## config.mk

```make
export PLATFORM = sky130hd
export DESIGN_NAME = engine_input_conditioner
export DESIGN_NICKNAME = d
export VERILOG_FILES = /design/src/rtl/engine_pkg.sv /design/src/rtl/sync_debounce.sv /design/src/rtl/engine_input_conditioner.sv
export SDC_FILE = /design/constraint.sdc
export NUM_CORES = 1
export LEC_CHECK = 0
export CAP_MARGIN = 20
export CORE_AREA = 2 2 77 71
export DETAILED_ROUTE_END_ITERATION = 12
export DIE_AREA = 0 0 79 73
export GPL_TIMING_DRIVEN = 0
export PLACE_DENSITY_LB_ADDON = 0.08
export REMOVE_ABC_BUFFERS = 1
export SETUP_SLACK_MARGIN = 0.1
export SYNTH_ARGS = -nofsm -noshare
export SYNTH_HDL_FRONTEND = slang
export SYNTH_SLANG_ARGS = --single-unit
```

## constraint.sdc

```tcl
create_clock -name clock -period 2.4 [get_ports clock]
set_clock_uncertainty 0.2 [all_clocks]
set_input_delay 0.24 -clock clock [delete_from_list [all_inputs] [get_ports clock]]
set_output_delay 0.24 -clock clock [all_outputs]
set_load 0.005 [all_outputs]
```

## src/rtl/engine_pkg.sv

```systemverilog
// engine_pkg: shared types and widths for the engine start/stop front end.
package engine_pkg;
   localparam int PERIOD_W = 16;
   typedef enum logic [1:0] {STOPPED, QUALIFYING, RUNNING} tach_state_e;
endpackage

```

## src/rtl/sync_debounce.sv

```systemverilog
// sync_debounce: two-flop synchroniser, debounce counter and registered rise pulse.
module sync_debounce #(
   parameter int DEBOUNCE_CYCLES = 16
) (
   input  logic clock,
   input  logic reset,
   input  logic raw_i,
   output logic level_o,
   output logic rise_o
);
   localparam int CW = $clog2(DEBOUNCE_CYCLES + 1);
   logic [1:0]    sync_q;
   logic [CW-1:0] cnt_q, cnt_d;
   logic          level_q, level_d, rise_q, rise_d, mismatch, done;
   always_comb begin
      mismatch = sync_q[1] != level_q;
      done     = mismatch && cnt_q == CW'(DEBOUNCE_CYCLES - 1);
      cnt_d    = (!mismatch || done) ? '0 : cnt_q + CW'(1);
      level_d  = done ? sync_q[1] : level_q;
      rise_d   = done & sync_q[1];
   end
   always_ff @(posedge clock or posedge reset)
      if (reset) begin
         sync_q  <= '0;
         cnt_q   <= '0;
         level_q <= 1'b0;
         rise_q  <= 1'b0;
      end else begin
         sync_q  <= {sync_q[0], raw_i};
         cnt_q   <= cnt_d;
         level_q <= level_d;
         rise_q  <= rise_d;
      end
   assign level_o = level_q;
   assign rise_o  = rise_q;
endmodule

```

## src/rtl/engine_input_conditioner.sv

```systemverilog
// engine_input_conditioner: debounced start/stop button and tach-qualified
// engine-running level with measured tach period.
module engine_input_conditioner
   import engine_pkg::*;
#(
   parameter int DEBOUNCE_CYCLES = 16,
   parameter int TACH_TIMEOUT    = 1000,
   parameter int TACH_MIN_PULSES = 4
) (
   input  logic                clock,
   input  logic                reset,
   input  logic                button_raw_i,
   input  logic                tach_raw_i,
   output logic                button_o,
   output logic                button_rise_o,
   output logic                sense_o,
   output logic [PERIOD_W-1:0] tach_period_o
);
   localparam int GW = $clog2(TACH_MIN_PULSES + 1);
   logic [1:0]          tach_sync_q;
   logic                tach_d_q, tach_s, tach_edge, timeout, sense_q;
   logic [PERIOD_W-1:0] gap_q, gap_d, period_q;
   logic [GW-1:0]       good_q, good_inc;
   tach_state_e         state_q;

   sync_debounce #(.DEBOUNCE_CYCLES(DEBOUNCE_CYCLES)) u_button (
      .clock  (clock),
      .reset  (reset),
      .raw_i  (button_raw_i),
      .level_o(button_o),
      .rise_o (button_rise_o)
   );

   // An edge in the would-timeout cycle is still an in-time period.
   always_comb begin
      tach_s    = tach_sync_q[1];
      tach_edge = tach_s & ~tach_d_q;
      timeout   = !tach_edge && gap_q == PERIOD_W'(TACH_TIMEOUT - 1);
      gap_d     = tach_edge ? '0 : gap_q == PERIOD_W'(TACH_TIMEOUT) ? gap_q : gap_q + PERIOD_W'(1);
      good_inc  = good_q + GW'(1);
   end

   always_ff @(posedge clock or posedge reset)
      if (reset) begin
         tach_sync_q <= '0;
         tach_d_q    <= 1'b0;
         gap_q       <= '0;
      end else begin
         tach_sync_q <= {tach_sync_q[0], tach_raw_i};
         tach_d_q    <= tach_s;
         gap_q       <= gap_d;
      end

   always_ff @(posedge clock or posedge reset)
      if (reset) begin
         state_q  <= STOPPED;
         good_q   <= '0;
         sense_q  <= 1'b0;
         period_q <= '0;
      end else begin
         case (state_q)
            STOPPED:
               if (tach_edge) begin
                  state_q <= QUALIFYING;
                  good_q  <= '0;
               end
            QUALIFYING:
               if (tach_edge) begin
                  period_q <= gap_q + PERIOD_W'(1);
                  good_q   <= good_inc;
                  if (good_inc == GW'(TACH_MIN_PULSES)) begin
                     state_q <= RUNNING;
                     sense_q <= 1'b1;
                  end
               end else if (timeout) begin
                  state_q  <= STOPPED;
                  good_q   <= '0;
                  period_q <= '0;
               end
            RUNNING:
               if (tach_edge)
                  period_q <= gap_q + PERIOD_W'(1);
               else if (timeout) begin
                  state_q  <= STOPPED;
                  good_q   <= '0;
                  sense_q  <= 1'b0;
                  period_q <= '0;
               end
            default: state_q <= STOPPED;
         endcase
      end

   assign sense_o       = sense_q;
   assign tach_period_o = period_q;
endmodule

```

# [After elaboration in Yosys (flattened, before gate mapping)]
# Cells that the tools add are included.
# W data, S select, Z words.
[word_totals] regBits=50 inputBits=4
[classes] n_addsub=3 n_eq_ne=14 mux=21 bitwise=3 reduce_logical=14
[ops] cell="$mux W16" count=4
[ops] cell="$eq A16 B10 Y1 const B" count=2
[ops] cell="$add A16 B1 Y16 const B" count=1
[ops] cell="$mux W3" count=4
[ops] cell="$ne A2 B2 Y1 const B" count=6
[ops] cell="$mux W2" count=5
[ops] cell="$pmux W3 S3" count=1
[ops] cell="$pmux W2 S3" count=1
[ops] cell="$reduce_and A3 Y1" count=2
[ops] cell="$add A5 B1 Y5 const B" count=1
[ops] cell="$eq A5 B4 Y1 const B" count=1
[ops] cell="$mux W5" count=1
[ops] cell="$reduce_and A5 Y1" count=1
[ops] cell="$mux W1" count=4
[ops] cell="$reduce_bool A2 Y1" count=2
[ops] cell="$add A3 B1 Y3 const B" count=1
[ops] cell="$eq A3 B3 Y1 const B" count=1
[ops] cell="$ne A3 B3 Y1 const B" count=1
[ops] cell="$reduce_bool A3 Y1" count=1
[ops] cell="$and A1 B1 Y1" count=2
[ops] cell="$eq A2 B1 Y1 const B" count=1
[ops] cell="$eq A2 B2 Y1 const B" count=1
[ops] cell="$logic_and A1 B1 Y1" count=2
[ops] cell="$logic_not A1 Y1" count=2
[ops] cell="other kinds (7)" count=7

# [Longest topological paths before layout]
[depth] word_depth=7 depth_mapped=7 depth_no_buf=6

# [By module]
# From an unflattened synthesis, not the netlist that was laid out.
[hier_totals] hier_cells=222 area_unflattened_um2=2388.5
[by_module_without_submodules] module="engine_input_conditioner" instances=1 cells_per_inst=194 area_each_um2=2034.5 seq_area_each_um2=1026.0
[by_module_without_submodules] module="sync_debounce" instances=1 cells_per_inst=28 area_each_um2=354.1 seq_area_each_um2=225.2

# [Worst setup path after synthesis]
# No wires, ideal clock.
[synth_path] path_type="reg2reg" startpoint="reg gap_q[0]" endpoint="reg period_q[10], in the netlist tach_period_o[10]" setup_ps=138 arrival_time_ps=2039 setup_slack_ps=23 stages_incl_launch_ff=7 cell_sequence="dfrtp_1 -> ha_1 -> or4b_1 -> or4_4 -> a21boi_4 -> buf_6 -> o22ai_1"
[synth_via] elab_chain_cells=4 word_cells_on_any_way=6 cone_classes="add/sub: 1; eq/ne: 1; mux: 1; reduce/logical: 3"
[synth_rtl] element="from (decl)" line_no="engine_input_conditioner.sv:22" text="logic [PERIOD_W-1:0] gap_q, gap_d, period_q;"
[synth_rtl] element="from (signal assigned)" line_no="engine_input_conditioner.sv:51" text="gap_q <= gap_d;"
[synth_rtl] element="branches (longest 4 deep; another with $add A16 B1 Y16)"
[synth_rtl] element="to (signal assigned)" line_no="engine_input_conditioner.sv:69" text="period_q <= gap_q + PERIOD_W'(1);"
[synth_rtl] element="to (signal assigned)" line_no="engine_input_conditioner.sv:82" text="period_q <= gap_q + PERIOD_W'(1);"
[synth_rtl] element="to (decl)" line_no="engine_input_conditioner.sv:22"
# Several ways; the timed one is not identified.
# A chain may end at the register's enable or synchronous reset.

# [Worst setup path after layout]
[layout_path] startpoint="reg gap_q[1]" endpoint="reg period_q[13], in the netlist tach_period_o[13]"
# Same word-level chain as after synthesis.

==> impl_metrics.json <==
{
  "max_cap_viol_count": 0,
  "pre_cts_ws_ns": -0.6142,
  "drive_gt1_share_pct": 10.74,
  "synth_warnings": 0,
  "max-vdd-ir-drop_mv": 0.3833,
  "post_drt_wl_per_cell_um": 14.47,
  "fin_area_sq_um": 2964,
  "relSlewSlack_pct": 69.73,
  "hp-class": "flip-flop to flip-flop",
  "rsz0062_at_grt": "true",
  "coreArea_sq_um": 5067,
  "r2r_end": "tach_period_o[13]",
  "grt_util_all_layers_pct": 19.39,
  "cts.sinks": 50,
  "cts_tree": "built",
  "r2r_start": "gap_q[1]",
  "fp.dieW_um": 79,
  "postSynthCellCount": 237,
  "drtPass1Iterations": 4,
  "arrival_ns": 2.34,
  "overflow": 0,
  "io_buffers": 22,
  "die_y_um": 73,
  "synth_edf_count": 0,
  "ys_seq_area_share_pct": 51.92,
  "vias": 1821,
  "regToRegSetupSlack_ns": 0.04,
  "worst_slew_pin_slew_ns": 0.4500,
  "ys_top_cells_by_area": "dfrtp_1, ha_1, inv_1",
  "clk_path_buf_depth": 2,
  "synth.ff_latch_count": 50,
  "post_dp_cell_area_sq_um": 2696,
  "pin_count": 23,
  "fp.dieArea_sq_um": 5767,
  "n_antenna_cell": 0,
  "p_leak_nw": 1.229,
  "syn_area_sq_um": 2410,
  "grt_max_degree": 42,
  "via_per_inst": 5.404,
  "insertion_delay_ns": 0.31,
  "start_kind": "flip-flop",
  "critical_path_peak_fanout": 8,
  "path_clk_slew_ns": 0.09,
  "hold_viol": 0,
  "crit_end": "tach_period_o[13]",
  "synth.top_cell.area_share_pct": 51.92,
  "area_delta_synth_final_pct": 23.00,
  "worst_slack_ns": 0.04320,
  "finalCriticalPeriod_ns": 2.357,
  "crit_type": "flip-flop to flip-flop",
  "setup.worst_path.start": "gap_q[1]",
  "drt-initial-drc-count": 59,
  "period_share_pct": 98.20,
  "status": "completed",
  "syn_area_per_cell_sq_um": 10.17,
  "totalWireLength_mm": 4.877,
  "yosys.area.top_type": "dfrtp_1",
  "root_buffer": "clkbuf_8",
  "fmax_mhz": 424.3,
  "yosysUniqueCellTypes": 41,
  "finalSetupViolCount": 0,
  "grt_pass1_wl_mm": 8.694,
  "r2r_cells": 7,
  "cts_buffers": 5,
  "slew_violations": 0,
  "grt_pass1_vias": 1833,
  "critPathCaptureType": "flip-flop",
  "nFillCells": 465,
  "hpwlAfterDp_mm": 3.186,
  "postRouteAntennaNets": 0,
  "final_nets": 283,
  "start_util_pct": 47.56,
  "htree_levels": 2,
  "row_count": 25,
  "synth_flop_cell": "dfrtp_1",
  "grt_antenna_before_repair": 0,
  "async_reset_ff_share_pct": 100.0,
  "critPathRequiredTime_ns": 2.38,
  "p_per_area_nw_per_um2": 717.5,
  "place_congestion": 0.8299,
  "drc_errors": 0
}
## critical path, cell delays in order (launching register included)
cell and delay [ns]:
dfrtp_1 0.41, ha_4 0.15, or4b_1 0.43, or4_4 0.53
a21boi_4 0.17, buf_4 0.14, buf_12 0.12, o211ai_1 0.08
## layout by cell type, fill, tap and decap left out, types with 7 or more instances in the layout
cell,n
dfrtp_1,49
inv_1,28
clkdlybuf4s50_1,22
nor2_1,19
o211ai_1,11
o22ai_1,11
xnor2_1,9
ha_1,9
a21oi_1,8
or3_1,7
nand2_1,7
nand3_1,7
o21ai_0,7
## cell type report
class / instances / area, sq um / share of cell area, %
multi-input cells: 150 / 1059 / 35.71
inverters: 29 / 108.9 / 3.672
clock inverters: 1 / 30.03 / 1.013
clock buffers: 7 / 76.32 / 2.575
well taps: 67 / 83.83 / 2.828
flip-flops and latches: 50 / 1252 / 42.25
repair buffers: 33 / 354.1 / 11.95
## metal layers
layer | part of all wire [%] | GRT usage, % | vias up
li1 | - | - | 903
met1 | 48 | 26.19 | 878
met2 | 47 | 30.79 | 33
met3 | 3.0 | 3.837 | 7
met4 | 1.6 | 8.238 | 0
met5 | 0 | 0 | -
## metrics by stage
step / setup TNS (ns) / instances / hold WS, ns / power [mW] / utilization, %
floorplan: 0 / 229 / 0.07143 / 1.294 / -
global placement: -19.29 / 318 / 0.1323 / 1.447 / 52.81
detailed placement: -6.537 / 319 / 0.1355 / 1.454 / 53.21
CTS: 0 / 337 / 0.1509 / 2.132 / 58.07
global route: -0.05803 / 337 / 0.1690 / 2.255 / 58.49
finish: 0 / 337 / 0.1511 / 2.127 / 58.49
## report_power, final
part / leakage [nW] / internal (mW) / switching [mW] / total [mW]
Combinational: 0.507 / 0.265 / 0.265 / 0.530
Clock: 0.0524 / 0.312 / 0.279 / 0.591
Sequential: 0.670 / 0.925 / 0.0810 / 1.01
Total: 1.23 / 1.50 / 0.624 / 2.13
## worst min-delay path by stage
stage                       startpoint  depth (start not counted)                  to  slack (ns)
floorplan                   tach_raw_i                          0      tach_sync_q[0]        0.07
global placement        tach_sync_q[0]                          0      tach_sync_q[1]        0.13
detailed placement  u_button.sync_q[0]                          0  u_button.sync_q[1]        0.14
CTS                       button_raw_i                          1  u_button.sync_q[0]        0.15
global route        u_button.sync_q[0]                          0  u_button.sync_q[1]        0.17
finish                  tach_sync_q[0]                          0      tach_sync_q[1]        0.15
## flip-flops by register name, indices dropped and copies added, names as in the netlist
name	count
u_button.cnt_q	5
tach_period_o	16
tach_sync_q	2
u_button.level_o	1
tach_d_q	1
sense_o	1
state_q	2
good_q	3
u_button.sync_q	2
gap_q	16
u_button.rise_o	1
## logic make-up (layout without fill, tap and decap cells)
logic type	Yosys count	after routing	share of synthesized area, %
AO/OA/AOI/OAI	53	53	14.85
XOR/XNOR	13	13	4.725
adder cells (fa/ha/maj)	10	10	5.192
buffers and inverters	37	70	6.075
flip-flops	50	50	51.92
multiplexers	1	1	0.4154
AND/OR/NAND/NOR	73	73	16.82
## timing repair
item	4_1_cts	5_1_grt
endpoints found under the setup margin	30	29
hold buffers	1	0
hold endpoints to repair	9	0
buffers inserted	8	0
pin swaps	3	2
resized for setup	8	5
gates cloned	1	0
## synthesized netlist by cell type, types with 4 or more instances
library cell and count:
or4_1 7, nand2_1 8, ha_1 10, nand3_1 7, inv_1 29, a21oi_1 8
nor2_1 19, nor3_1 6, nand2b_1 5, xnor2_1 9, clkbuf_1 7, xor2_1 4
o211ai_1 11, o21ai_0 7, dfrtp_1 50, o22ai_1 11, or3_1 7
Note: power is estimated with default switching activity, not from simulation.
